<file path="config.mk">
export PLATFORM = sky130hd
export DESIGN_NAME = pc_ras
export DESIGN_NICKNAME = d
export VERILOG_FILES = /design/src/rtl/pc_ras.sv
export SDC_FILE = /design/constraint.sdc
export NUM_CORES = 1
export LEC_CHECK = 0
export ABC_CLOCK_PERIOD_IN_PS = 2800
export CAP_MARGIN = 20
export CORE_MARGIN = 2
export CORE_UTILIZATION = 45
export DETAILED_ROUTE_END_ITERATION = 10
export GPL_TIMING_DRIVEN = 1
export PLACE_DENSITY = 0.76
export SETUP_SLACK_MARGIN = 0.3
export SYNTH_ARGS = -nofsm -noshare
export SYNTH_HDL_FRONTEND = slang
export SYNTH_SLANG_ARGS = --single-unit
</file>
<file path="constraint.sdc">
create_clock -name clk -period 2.8 [get_ports clk]
set_input_delay 0.56 -clock clk [delete_from_list [all_inputs] [get_ports clk]]
set_output_delay 0.56 -clock clk [all_outputs]
set_load 0.1 [all_outputs]
</file>
<file path="src/rtl/pc_ras.sv">
// pc_ras -- fetch-stage program counter with an integrated return-address stack.
//
// Purpose:
//   Holds the current PC that drives the instruction-memory address. Supports
//   hold, increment, signed-relative branch, absolute jump, relative call
//   (push + branch), return (pop) and interrupt-vector entry (push + vector).
//   The return-address stack is a circular buffer. A push while the stack is
//   full overwrites the oldest entry. A pop while it is empty falls through to
//   PC + INC. Each of these cases sets its own sticky error flag.
//
// Ports:
//   clk            in   rising-edge clock
//   rst_n          in   asynchronous active-low reset
//   en_in          in   update enable (0 = stall, everything holds)
//   ps_in[2:0]     in   PC select opcode
//   ia_in          in   signed branch / call offset
//   ra_in          in   absolute jump target
//   vec_in         in   interrupt vector address
//   err_clr_in     in   clears both sticky error flags (only when en_in=1)
//   pc_out         out  registered current PC
//   ras_cnt_out    out  number of valid stack entries
//   ras_full_out   out  ras_cnt_out == RAS_DEPTH
//   ras_empty_out  out  ras_cnt_out == 0
//   ovf_err_out    out  sticky: push while full
//   unf_err_out    out  sticky: pop while empty

module pc_ras #(
  parameter int              PC_W      = 16,
  parameter int              RAS_DEPTH = 4,
  parameter logic [PC_W-1:0] RESET_PC  = '0,
  parameter int              INC       = 1
) (
  input  logic                           clk,
  input  logic                           rst_n,
  input  logic                           en_in,
  input  logic [2:0]                     ps_in,
  input  logic [PC_W-1:0]                ia_in,
  input  logic [PC_W-1:0]                ra_in,
  input  logic [PC_W-1:0]                vec_in,
  input  logic                           err_clr_in,
  output logic [PC_W-1:0]                pc_out,
  output logic [$clog2(RAS_DEPTH):0]     ras_cnt_out,
  output logic                           ras_full_out,
  output logic                           ras_empty_out,
  output logic                           ovf_err_out,
  output logic                           unf_err_out
);

  localparam int PTR_W = $clog2(RAS_DEPTH);
  localparam int CNT_W = PTR_W + 1;

  localparam logic [PC_W-1:0]  INC_V   = PC_W'(INC);
  localparam logic [CNT_W-1:0] DEPTH_V = CNT_W'(RAS_DEPTH);

  localparam logic [2:0] OP_HOLD = 3'b000;
  localparam logic [2:0] OP_INC  = 3'b001;
  localparam logic [2:0] OP_BR   = 3'b010;
  localparam logic [2:0] OP_JMP  = 3'b011;
  localparam logic [2:0] OP_CALL = 3'b100;
  localparam logic [2:0] OP_RET  = 3'b101;
  localparam logic [2:0] OP_IRQ  = 3'b110;

  logic [PC_W-1:0]  pc_q,  pc_d;
  logic [PTR_W-1:0] tp_q,  tp_d;
  logic [CNT_W-1:0] cnt_q, cnt_d;
  logic             ovf_q, ovf_d;
  logic             unf_q, unf_d;

  logic [PC_W-1:0]  mem_q [RAS_DEPTH];

  logic             push;
  logic [PC_W-1:0]  push_val;
  logic             full, empty;
  logic             ovf_set, unf_set;
  logic [RAS_DEPTH-1:0] wr_en;

  assign full  = (cnt_q == DEPTH_V);
  assign empty = (cnt_q == '0);

  // Next-state decode. Modulo-2^PC_W arithmetic falls out of the fixed width.
  always_comb begin
    pc_d     = pc_q;
    tp_d     = tp_q;
    cnt_d    = cnt_q;
    push     = 1'b0;
    push_val = '0;
    ovf_set  = 1'b0;
    unf_set  = 1'b0;

    unique case (ps_in)
      OP_HOLD: pc_d = pc_q;
      OP_INC:  pc_d = pc_q + INC_V;
      OP_BR:   pc_d = pc_q + ia_in;
      OP_JMP:  pc_d = ra_in;
      OP_CALL: begin
        push     = 1'b1;
        push_val = pc_q + INC_V;
        pc_d     = pc_q + ia_in;
      end
      OP_RET: begin
        if (empty) begin
          pc_d    = pc_q + INC_V;
          unf_set = 1'b1;
        end else begin
          pc_d  = mem_q[tp_q];
          tp_d  = tp_q - 1'b1;
          cnt_d = cnt_q - 1'b1;
        end
      end
      OP_IRQ: begin
        // Push the interrupted PC itself so it is re-fetched on return.
        push     = 1'b1;
        push_val = pc_q;
        pc_d     = vec_in;
      end
      default: pc_d = pc_q;
    endcase

    if (push) begin
      tp_d = tp_q + 1'b1;
      if (full) begin
        // Wrapping tp lands on the oldest entry, which is then overwritten.
        ovf_set = 1'b1;
      end else begin
        cnt_d = cnt_q + 1'b1;
      end
    end

    // A new error event beats a simultaneous clear.
    ovf_d = (ovf_q & ~err_clr_in) | ovf_set;
    unf_d = (unf_q & ~err_clr_in) | unf_set;
  end

  always_ff @(posedge clk or negedge rst_n) begin
    if (!rst_n) begin
      pc_q  <= RESET_PC;
      tp_q  <= '0;
      cnt_q <= '0;
      ovf_q <= 1'b0;
      unf_q <= 1'b0;
    end else if (en_in) begin
      pc_q  <= pc_d;
      tp_q  <= tp_d;
      cnt_q <= cnt_d;
      ovf_q <= ovf_d;
      unf_q <= unf_d;
    end
  end

  // One write strobe per entry; the push target is the post-increment pointer.
  for (genvar gi = 0; gi < RAS_DEPTH; gi++) begin : g_wr
    assign wr_en[gi] = en_in & push & (tp_d == PTR_W'(gi));
  end

  always_ff @(posedge clk or negedge rst_n) begin
    if (!rst_n) begin
      for (int i = 0; i < RAS_DEPTH; i++) begin
        mem_q[i] <= '0;
      end
    end else begin
      for (int i = 0; i < RAS_DEPTH; i++) begin
        if (wr_en[i]) mem_q[i] <= push_val;
      end
    end
  end

  assign pc_out        = pc_q;
  assign ras_cnt_out   = cnt_q;
  assign ras_full_out  = full;
  assign ras_empty_out = empty;
  assign ovf_err_out   = ovf_q;
  assign unf_err_out   = unf_q;

endmodule

</file>
==> results of run 1 <==
==> power by group through the flow <==
stage / Clock [mW] / Sequential [mW] / Combinational, mW
CTS: 1.25 / 2.26 / 3.65
floorplan: 0 / 2.81 / 2.17
global placement: 0 / 2.23 / 3.55
finish: 1.24 / 2.27 / 3.70
detailed placement: 0 / 2.28 / 3.62
global route: 1.31 / 2.34 / 3.98
==> final timing paths <==
check                                       from                          to  slack [ps]  depth (start not counted)
max                                     ps_in[2]      pc_out[12]$_DFFE_PN0P_         400                          8
max in group asynchronous                  rst_n       mem_q[42]$_DFFE_PN0P_        1950                          2
min                                        rst_n  ras_cnt_out[0]$_DFFE_PN0P_         200                          1
min in group clk           mem_q[11]$_DFFE_PN0P_       mem_q[11]$_DFFE_PN0P_         480                          2
max reg2reg                pc_out[0]$_DFFE_PN0P_       mem_q[42]$_DFFE_PN0P_         550                          7
min reg2reg                mem_q[11]$_DFFE_PN0P_       mem_q[11]$_DFFE_PN0P_         480                          2
==> layout by cell type, fill, tap and decap left out, types with 8 or more instances in the layout <==
cell type        count
o21a_1               8
nor2_1              44
mux2_2              47
nand3_1             14
xnor2_1             22
o21ai_0             28
clkbuf_16            9
ha_1                17
a221oi_1            10
xor2_1              17
buf_4               47
a21oi_1             23
mux4_2              15
inv_1               15
dfrtp_1             75
clkdlybuf4s50_1     52
nand2_1             73
dfrtp_2             11
o21ai_1              8
o31ai_1             19
==> flip-flops by register name, indices dropped and copies added, names as in the netlist <==
| register | flops |
|---|---|
| ras_cnt_out | 3 |
| mem_q | 64 |
| pc_out | 16 |
| ovf_err_out | 1 |
| unf_err_out | 1 |
| tp_q | 2 |
==> layer usage <==
layer | up-vias | share of wire [%]
li1 | 2312 | -
met1 | 2399 | 44
met2 | 172 | 49
met3 | 24 | 5.7
met4 | 0 | 1.7
met5 | - | 0
==> worst register-to-register path, delay by kind of cell (launching register included) <==
kind          cells  cell delay, ps
flops             1             500
fa+ha+maj         1             260
simple gates      4             800
xor+xnor          1             280
mux               1             280
==> repair_timing <==
action / in CTS / in global routing
setup endpoints to repair: 1 / 9
pin swaps: 0 / 6
gates cloned: 0 / 0
endpoints found under the hold margin: 0 / 0
resized for setup: 1 / 15
hold buffers: 0 / 0
==> cells by family (layout without fill, tap and decap cells) <==
logic type / after synthesis / count (layout)
mux: 67 / 67
simple gates: 165 / 165
buf+inv: 59 / 139
fa+ha+maj: 20 / 20
compound gates: 153 / 153
xor+xnor: 39 / 39
flops: 87 / 87
==> layout make-up <==
cell class                 count  area share (%)
multi-input combinational    444            47.7
sequential                    87            30.2
clock buffer                  12            3.52
tap                          172            2.96
timing repair buffer         107            14.1
inverter                      16           0.825
clock inverter                 4           0.722
==> results.sh, run 1 <==
export IMPL_layout_drive_gt1_share_pct=25.8
export IMPL_grt_pass1_wl_um=24800
export IMPL_hold_viol=0
export IMPL_io_pin_count=78
export IMPL_path_clk_slew_ps=60
export IMPL_initial_core_util_pct=46.4
export IMPL_ys_seq_elements=87
export IMPL_fin_nets=740
export IMPL_vias=4907
export IMPL_yosys_cell_types_count=67
export IMPL_start_kind="input pin"
export IMPL_synth_top_family_by_area="compound AO/OA/AOI/OAI gates"
export IMPL_use_met1_pct=29.2
export IMPL_final_core_util_pct=57.2
export IMPL_critPathCaptureType="register"
export IMPL_antenna_cells=0
export IMPL_maxSlewViolCount=0
export IMPL_postCtsSetupBuffers=0
export IMPL_crit_slowest_cell="clkdlybuf4s50_1"
export IMPL_critical_path_required_ps=3020
export IMPL_yosysSeqAreaShare_pct=36.9
export IMPL_dpl_instance_area_mm2=0.00691
export IMPL_routabilityCongestion=0.878
export IMPL_synth_edf_count=0
export IMPL_fill_cells=1065
export IMPL_crit_family="compound AO/OA/AOI/OAI gates"
export IMPL_timing_setup_tns_ps=0
export IMPL_synth_top_area_share_pct=36.9
export IMPL_fp_dieW_um=118
export IMPL_grt_overflow=0
export IMPL_cts_tree="yes"
export IMPL_synth_area_leaders="dfrtp_1 37%, mux2_2 9.0%, mux4_2 5.7%, nand2_1 4.6%, ha_1 4.0%"
export IMPL_synthArstFlopShare_pct=100
export IMPL_finClkSkew_ps=11.7
export IMPL_maxCapViolCount=0
export IMPL_comb_power_share_pct=51.3
export IMPL_power_internal_mw=4.01
export IMPL_core_area_mm2=0.0127
export IMPL_die_h_um=118
export IMPL_p_clk_share_pct=17.2
export IMPL_final_cell_area_mm2=0.00728
export IMPL_report_power_total_mw=7.21
export IMPL_clk_latency_ps=340
export IMPL_htreeDepth=3
export IMPL_tightestPinTransition_ps=854
export IMPL_fin_hold_ws_ps=196
export IMPL_power_switching_mw=3.20
export IMPL_yosys_area_top_type="dfrtp_1"
export IMPL_crit_arrival_ps=2630
export IMPL_syn_inst=590
export IMPL_cts_made_buffers=9
export IMPL_totalWireLength_um=14900
export IMPL_relSlewSlack_pct=43.0
export IMPL_root_buffer="clkbuf_16"
export IMPL_portBuffers=77
export IMPL_synth_simple_area_share_pct=13.3
export IMPL_wl_per_cell_um=17.8
export IMPL_syn_area_mm2=0.00590
export IMPL_path_max_fanout=22
export IMPL_cp_cell_sequence="clkdlybuf4s50_1, buf_4, nand2b_1, o211ai_4, a211oi_2, a2111oi_4, nand2_1, o211a_1"
export IMPL_power_density_mw_per_mm2=991
export IMPL_grtUsageMet2_pct=36.2
export IMPL_peakVddDrop_uv=364
export IMPL_period_share_pct=85.8
export IMPL_slowest_delay_ps=590
export IMPL_top_usage_layer="met2"
export IMPL_finalSetupViolations=0
export IMPL_dieArea_mm2=0.0140
export IMPL_syn_num_nets=665
export IMPL_viasPerCell=5.83
export IMPL_synth_xor_area_share_pct=5.79
export IMPL_fmax_mhz=416
export IMPL_crit_type="input pin to register"
export IMPL_antenna_found_initial=0
export IMPL_ys_flop_type="dfrtp_1"
export IMPL_p_sw_share_pct=44.4
export IMPL_seqPwrFrac_pct=31.4
export IMPL_first_iter_violations=318
export IMPL_ant_nets=0
export IMPL_rsz0062_at_grt="false"
export IMPL_synth_most_common_cell="dfrtp_1"
export IMPL_stdcell_count=842
export IMPL_hold_path_class="input pin to async pin"
export IMPL_status="finished, final reports clean"
export IMPL_synthAdderAreaFrac_pct=4.37
export IMPL_dr_pass1_iters=5
export IMPL_pre_cts_ws_ps=-74.5
export IMPL_use_met3_pct=3.91
export IMPL_yosys_warnings=0
export IMPL_areaGrowthSynthToFinish_pct=23.4
export IMPL_hpwl_um=11200
export IMPL_seq_area_mm2=0.00219
export IMPL_cts_sinks=87
export IMPL_place_inst=826
export IMPL_period_needed_ps=2400
export IMPL_grtUsageTotal_pct=21.8
export IMPL_grt_start_max_net_pins=52
export IMPL_synth_area_mux_share_pct=15.8
export IMPL_grt_pass1_vias=4900
export IMPL_synth_compound_area_share_pct=18.6
export IMPL_drc=0
export IMPL_synth_avg_cell_area_um2=10.0
export IMPL_row_count=41
export IMPL_cp_buffers_inverters=2
export IMPL_p_leak_nw=3.13
export IMPL_cts_max_path_buffers=2
export IMPL_synth_common_cells="87 x dfrtp_1, 73 x nand2_1, 47 x mux2_2, 44 x nor2_1, 30 x o21ai_0"
export IMPL_multi_input_area_mm2=0.00347
export IMPL_setup_ws_ps=399
Power figures use the tool's default switching activity.
==> run 2, diff against run 1 <==
--- a/config.mk
+++ b/config.mk
@@ -7,6 +7,7 @@
 export LEC_CHECK = 0
 export ABC_CLOCK_PERIOD_IN_PS = 2800
 export CAP_MARGIN = 20
+export CORE_ASPECT_RATIO = 0.7
 export CORE_MARGIN = 2
 export CORE_UTILIZATION = 45
 export DETAILED_ROUTE_END_ITERATION = 10
==> run 2 against run 1 <==
Sequential share of layout area increased by 0.12 points. Critical endpoint is now pc_out[15]$_DFFE_PN0P_. Combinational power about the same. Non-clock buffer count increased by 3. Highest routed layer unchanged. Largest power group unchanged. Critical path type unchanged. Global-route usage increased by 1.0 points.
==> results.sh, run 2 (synthesis results as in run 1) <==
export IMPL_root_buffer="clkbuf_16"
export IMPL_cts_tree="yes"
export IMPL_start_kind="input pin"
export IMPL_setup_ws_ps=378
export IMPL_r2r_cells=11
export IMPL_die_h_um=99.8
export IMPL_final_cell_area_mm2=0.00725
export IMPL_grt_overflow=0
export IMPL_crit_family="compound AO/OA/AOI/OAI gates"
export IMPL_mostFrequentLayoutCells="75 x dfrtp_1, 73 x nand2_1, 53 x clkdlybuf4s50_1"
export IMPL_cp_buffers_inverters=2
export IMPL_fin_hold_ws_ps=241
export IMPL_rsz0062_at_grt="false"
export IMPL_cp_common_cell="a211oi_2"
export IMPL_clk_latency_ps=350
export IMPL_period_share_pct=86.5
export IMPL_totalWireLength_um=15600
export IMPL_largest_reg_flops=64
export IMPL_vias=4925
export IMPL_areaGrowthSynthToFinish_pct=22.9
export IMPL_p_leak_nw=3.11
export IMPL_power_density_mw_per_mm2=985
export IMPL_dieArea_mm2=0.0141
export IMPL_antenna_found_initial=0
export IMPL_hold_viol=0
export IMPL_pre_cts_ws_ps=-25.6
export IMPL_hold_buffers=0
export IMPL_stdcell_count=835
export IMPL_multi_input_area_mm2=0.00348
export IMPL_hold_path_class="input pin to async pin"
export IMPL_power_switching_mw=3.23
export IMPL_crit_arrival_ps=2700
export IMPL_fin_nets=743
export IMPL_cp_depth=10
export IMPL_seqPwrFrac_pct=32.3
export IMPL_fp_dieW_um=141
export IMPL_hpwl_um=11500
export IMPL_place_inst=819
export IMPL_cp_cell_sequence="clkdlybuf4s50_1, ha_4, a211oi_2, buf_4, o211ai_2, o211a_1, o21ai_1, a211oi_2, a21oi_1, a2bb2oi_1"
export IMPL_antenna_cells=0
export IMPL_first_iter_violations=267
export IMPL_peakVddDrop_uv=548
export IMPL_p_clk_share_pct=16.3
export IMPL_finClkSkew_ps=12.8
export IMPL_postCtsSetupBuffers=0
export IMPL_cts_max_path_buffers=2
export IMPL_power_internal_mw=3.91
export IMPL_row_count=34
export IMPL_period_needed_ps=2420
export IMPL_maxSlewViolCount=0
export IMPL_core_area_mm2=0.0126
export IMPL_cts_sinks=87
export IMPL_routabilityCongestion=0.878
export IMPL_grtUsageTotal_pct=22.8
export IMPL_io_pin_count=78
export IMPL_relSlewSlack_pct=33.4
export IMPL_dr_pass1_iters=5
export IMPL_portBuffers=77
export IMPL_comb_power_share_pct=51.5
export IMPL_ant_nets=0
export IMPL_status="finished, final reports clean"
export IMPL_dpl_instance_area_mm2=0.00689
export IMPL_finalSetupViolations=0
export IMPL_grt_start_max_net_pins=50
export IMPL_tightestPinTransition_ps=999
export IMPL_cts_made_buffers=9
export IMPL_crit_type="input pin to register"
export IMPL_critPathCaptureType="register"
export IMPL_drc=0
export IMPL_seq_area_mm2=0.00219
export IMPL_final_common_cell="dfrtp_1"
export IMPL_fill_cells=1078
export IMPL_timing_setup_tns_ps=0
export IMPL_grt_pass1_vias=5027
export IMPL_viasPerCell=5.90
export IMPL_layout_drive_gt1_share_pct=26.2
export IMPL_wl_per_cell_um=18.6
export IMPL_p_sw_share_pct=45.3
export IMPL_report_power_total_mw=7.14
export IMPL_max_flop_register="mem_q"
export IMPL_maxCapViolCount=0
export IMPL_critical_path_required_ps=3070
export IMPL_crit_slowest_cell="clkdlybuf4s50_1"
export IMPL_initial_core_util_pct=46.8
export IMPL_final_core_util_pct=57.6
export IMPL_fmax_mhz=413
export IMPL_grt_pass1_wl_um=25200
export IMPL_htreeDepth=3
export IMPL_slowest_delay_ps=530
export IMPL_path_clk_slew_ps=70
export IMPL_path_max_fanout=3
run 2: cell types whose count changed in the layout (fill, tap and decap cells not counted), sizes merged:
cell,previous run,this run
clkinv,2,3
clkbuf,12,11
dlymetal6s2s,1,0
bufinv,1,0
clkdlybuf4s50,52,53
clkinvlp,0,1
buf,54,57
run 2: final cells by class:
cell class                 count  area share, %
multi-input combinational    444           48.1
sequential                    87           30.3
timing repair buffer         110           14.1
clock buffer                  11           3.35
tap                          162           2.80
inverter                      16          0.829
clock inverter                 5          0.587
run 2: layer usage:
| metal | wire [um] | global-route usage (%) | vias up |
|---|---|---|---|
| met2 | 7240 | 37.3 | 195 |
| li1 | - | - | 2315 |
| met4 | 216 | 5.23 | 0 |
| met3 | 1180 | 6.68 | 22 |
| met1 | 6930 | 30.4 | 2393 |
| met5 | 0 | 0 | - |
run 2: power groups by stage:
stage	logic [mW]	clock network (mW)	registers [mW]
floorplan	2.17	0	2.81
global placement	3.50	0	2.25
detailed placement	3.60	0	2.31
CTS	3.62	1.18	2.29
global route	3.95	1.23	2.37
finish	3.67	1.16	2.30
run 2: worst reg2reg max path: cells and delay by family, from the launching register on:
family                     cells  cell delay, ps
DFF                            1             550
AOI/OAI and AO/OA              5             780
adders and majority gates      2             430
buffers and inverters          3             280
xor gates and xnor gates       1             190
run 2: worst paths after layout:
check,startpoint,endpoint,slack (ps)
setup reg to reg,pc_out[0]$_DFFE_PN0P_,pc_out[8]$_DFFE_PN0P_,480
setup / recovery,ia_in[1],pc_out[15]$_DFFE_PN0P_,380
max in group asynchronous,rst_n,mem_q[6]$_DFFE_PN0P_,1900
hold / removal,rst_n,mem_q[60]$_DFFE_PN0P_,240
min in group clk,mem_q[14]$_DFFE_PN0P_,mem_q[14]$_DFFE_PN0P_,470
hold reg to reg,mem_q[14]$_DFFE_PN0P_,mem_q[14]$_DFFE_PN0P_,470
run 2: timing repair:
| item | CTS | global route |
|---|---|---|
| endpoints found under the hold margin | 0 | 0 |
| setup endpoints to repair | 0 | 8 |
| resized for setup | 0 | 13 |
==> run 3, diff against run 2 <==
--- a/config.mk
+++ b/config.mk
@@ -7,8 +7,8 @@
 export LEC_CHECK = 0
 export ABC_CLOCK_PERIOD_IN_PS = 2800
 export CAP_MARGIN = 20
-export CORE_ASPECT_RATIO = 0.7
-export CORE_MARGIN = 2
+export CORE_ASPECT_RATIO = 0.9
+export CORE_MARGIN = 8
 export CORE_UTILIZATION = 45
 export DETAILED_ROUTE_END_ITERATION = 10
 export GPL_TIMING_DRIVEN = 1
==> run 3 against run 2 <==
Sequential power barely moved. Register-to-register slack barely moved. Clock power barely moved. Via count rose by 0.14%. Routed wire length rose by 3.3%. Clock-buffer cell count fell by 1. Cell count rose by 0.12%. Power rose by 0.84%.
==> results.sh, run 3 (synthesis results as in run 1) <==
export IMPL_row_count=39
export IMPL_grtUsageTotal_pct=19.1
export IMPL_grt_pass1_vias=4927
export IMPL_dr_pass1_iters=5
export IMPL_rsz0062_at_grt="true"
export IMPL_maxSlewViolCount=0
export IMPL_fp_dieW_um=137
export IMPL_use_met3_pct=3.59
export IMPL_p_leak_nw=3.10
export IMPL_grt_overflow=0
export IMPL_grt_pass1_wl_um=26000
export IMPL_power_density_mw_per_mm2=993
export IMPL_grt_start_max_net_pins=37
export IMPL_final_core_util_pct=56.9
export IMPL_finClkSkew_ps=10.3
export IMPL_cts_max_path_buffers=2
export IMPL_mostFrequentLayoutCells="75 x dfrtp_1, 73 x nand2_1, 54 x buf_4"
export IMPL_status="finished, final reports clean"
export IMPL_start_kind="input pin"
export IMPL_peakVddDrop_uv=363
export IMPL_fin_nets=743
export IMPL_htreeDepth=3
export IMPL_ant_nets=0
export IMPL_cts_tree="yes"
export IMPL_core_area_mm2=0.0127
export IMPL_crit_arrival_ps=2640
export IMPL_hpwl_um=11900
export IMPL_relSlewSlack_pct=43.6
export IMPL_totalWireLength_um=16100
export IMPL_timing_setup_tns_ps=0
export IMPL_place_inst=820
export IMPL_hold_path_class="input pin to async pin"
export IMPL_top_usage_layer="met2"
export IMPL_fill_cells=1079
export IMPL_cts_made_buffers=9
export IMPL_postCtsSetupBuffers=0
export IMPL_largest_reg_flops=64
export IMPL_max_flop_register="mem_q"
export IMPL_crit_type="input pin to register"
export IMPL_hold_buffers=0
export IMPL_cts_sinks=87
export IMPL_initial_core_util_pct=46.3
export IMPL_stdcell_count=836
export IMPL_pre_cts_ws_ps=-70.1
export IMPL_antenna_cells=0
export IMPL_clk_latency_ps=340
export IMPL_finalSetupViolations=0
export IMPL_layout_drive_gt1_share_pct=26.2
export IMPL_fmax_mhz=414
export IMPL_path_max_fanout=2
export IMPL_tightestPinTransition_ps=847
export IMPL_first_iter_violations=455
export IMPL_maxCapViolCount=0
export IMPL_period_share_pct=86.4
export IMPL_grtUsageMet2_pct=29.8
export IMPL_critical_path_required_ps=3020
export IMPL_portBuffers=77
export IMPL_routabilityCongestion=0.899
export IMPL_drc=0
export IMPL_path_clk_slew_ps=70
export IMPL_vias=4932
export IMPL_setup_ws_ps=382
export IMPL_critPathCaptureType="register"
export IMPL_report_power_total_mw=7.20
export IMPL_r2r_cells=9
export IMPL_dieArea_mm2=0.0170
export IMPL_wl_per_cell_um=19.2
export IMPL_final_common_cell="dfrtp_1"
export IMPL_period_needed_ps=2420
export IMPL_hold_viol=0
export IMPL_die_h_um=125
export IMPL_root_buffer="clkbuf_16"
export IMPL_viasPerCell=5.90
export IMPL_antenna_found_initial=0
export IMPL_use_met1_pct=25.6
export IMPL_areaGrowthSynthToFinish_pct=22.9
export IMPL_io_pin_count=78
run 3: area by class of cell:
class,instances,area [um2],share of cell area (%)
Clock inverter,5,58.8,0.811
Tap cell,164,205,2.83
Clock buffer,10,229,3.16
Sequential cell,87,2190,30.3
Inverter,16,60.1,0.829
Timing Repair Buffer,110,996,13.7
Multi-Input combinational cell,444,3500,48.4
run 3: where the power goes:
group          leakage, nW  internal [mW]  switching, mW  total, mW
combinational         1.84           1.49           2.24       3.73
clock                0.135          0.688          0.497       1.18
sequential            1.12           1.78          0.505       2.28
run 3: metal layers:
layer | up-vias | routed length (um)
met5 | - | 0
met4 | 0 | 357
met3 | 23 | 1050
met2 | 150 | 7690
met1 | 2444 | 6990
li1 | 2315 | -
run 3: path summary, 6_finish.rpt:
path / from / end / slack, ps
hold reg to reg: mem_q[51]$_DFFE_PN0P_ / mem_q[51]$_DFFE_PN0P_ / 480
hold / removal: rst_n / mem_q[62]$_DFFE_PN0P_ / 170
setup reg to reg: pc_out[0]$_DFFE_PN0P_ / pc_out[15]$_DFFE_PN0P_ / 490
min in group clk: mem_q[51]$_DFFE_PN0P_ / mem_q[51]$_DFFE_PN0P_ / 480
setup / recovery: ia_in[0] / pc_out[2]$_DFFE_PN0P_ / 380
max in group asynchronous: rst_n / pc_out[8]$_DFFE_PN0P_ / 1960
run 3: worst max-delay path: stages:
cell and delay, ps:
clkdlybuf4s50_1 460, ha_1 170, inv_1 60, fa_1 390, buf_4 150, xor2_1 230
o21ai_0 110, a21oi_1 160, o21ai_0 90, o21ai_0 180, nand2_1 80
run 3: repair_timing:
action                                  CTS  global route
gates cloned                              0             0
gates resized for setup                   1            15
pin swaps                                 0             4
endpoints found under the setup margin    1             9
run 3: stage by stage:
step | hold slack, ps | instance area (um2)
after floorplan | 264 | 5920
after global placement | 454 | 6860
after detailed placement | 466 | 6860
after CTS | 182 | 7160
after global routing | 199 | 7250
final | 174 | 7250
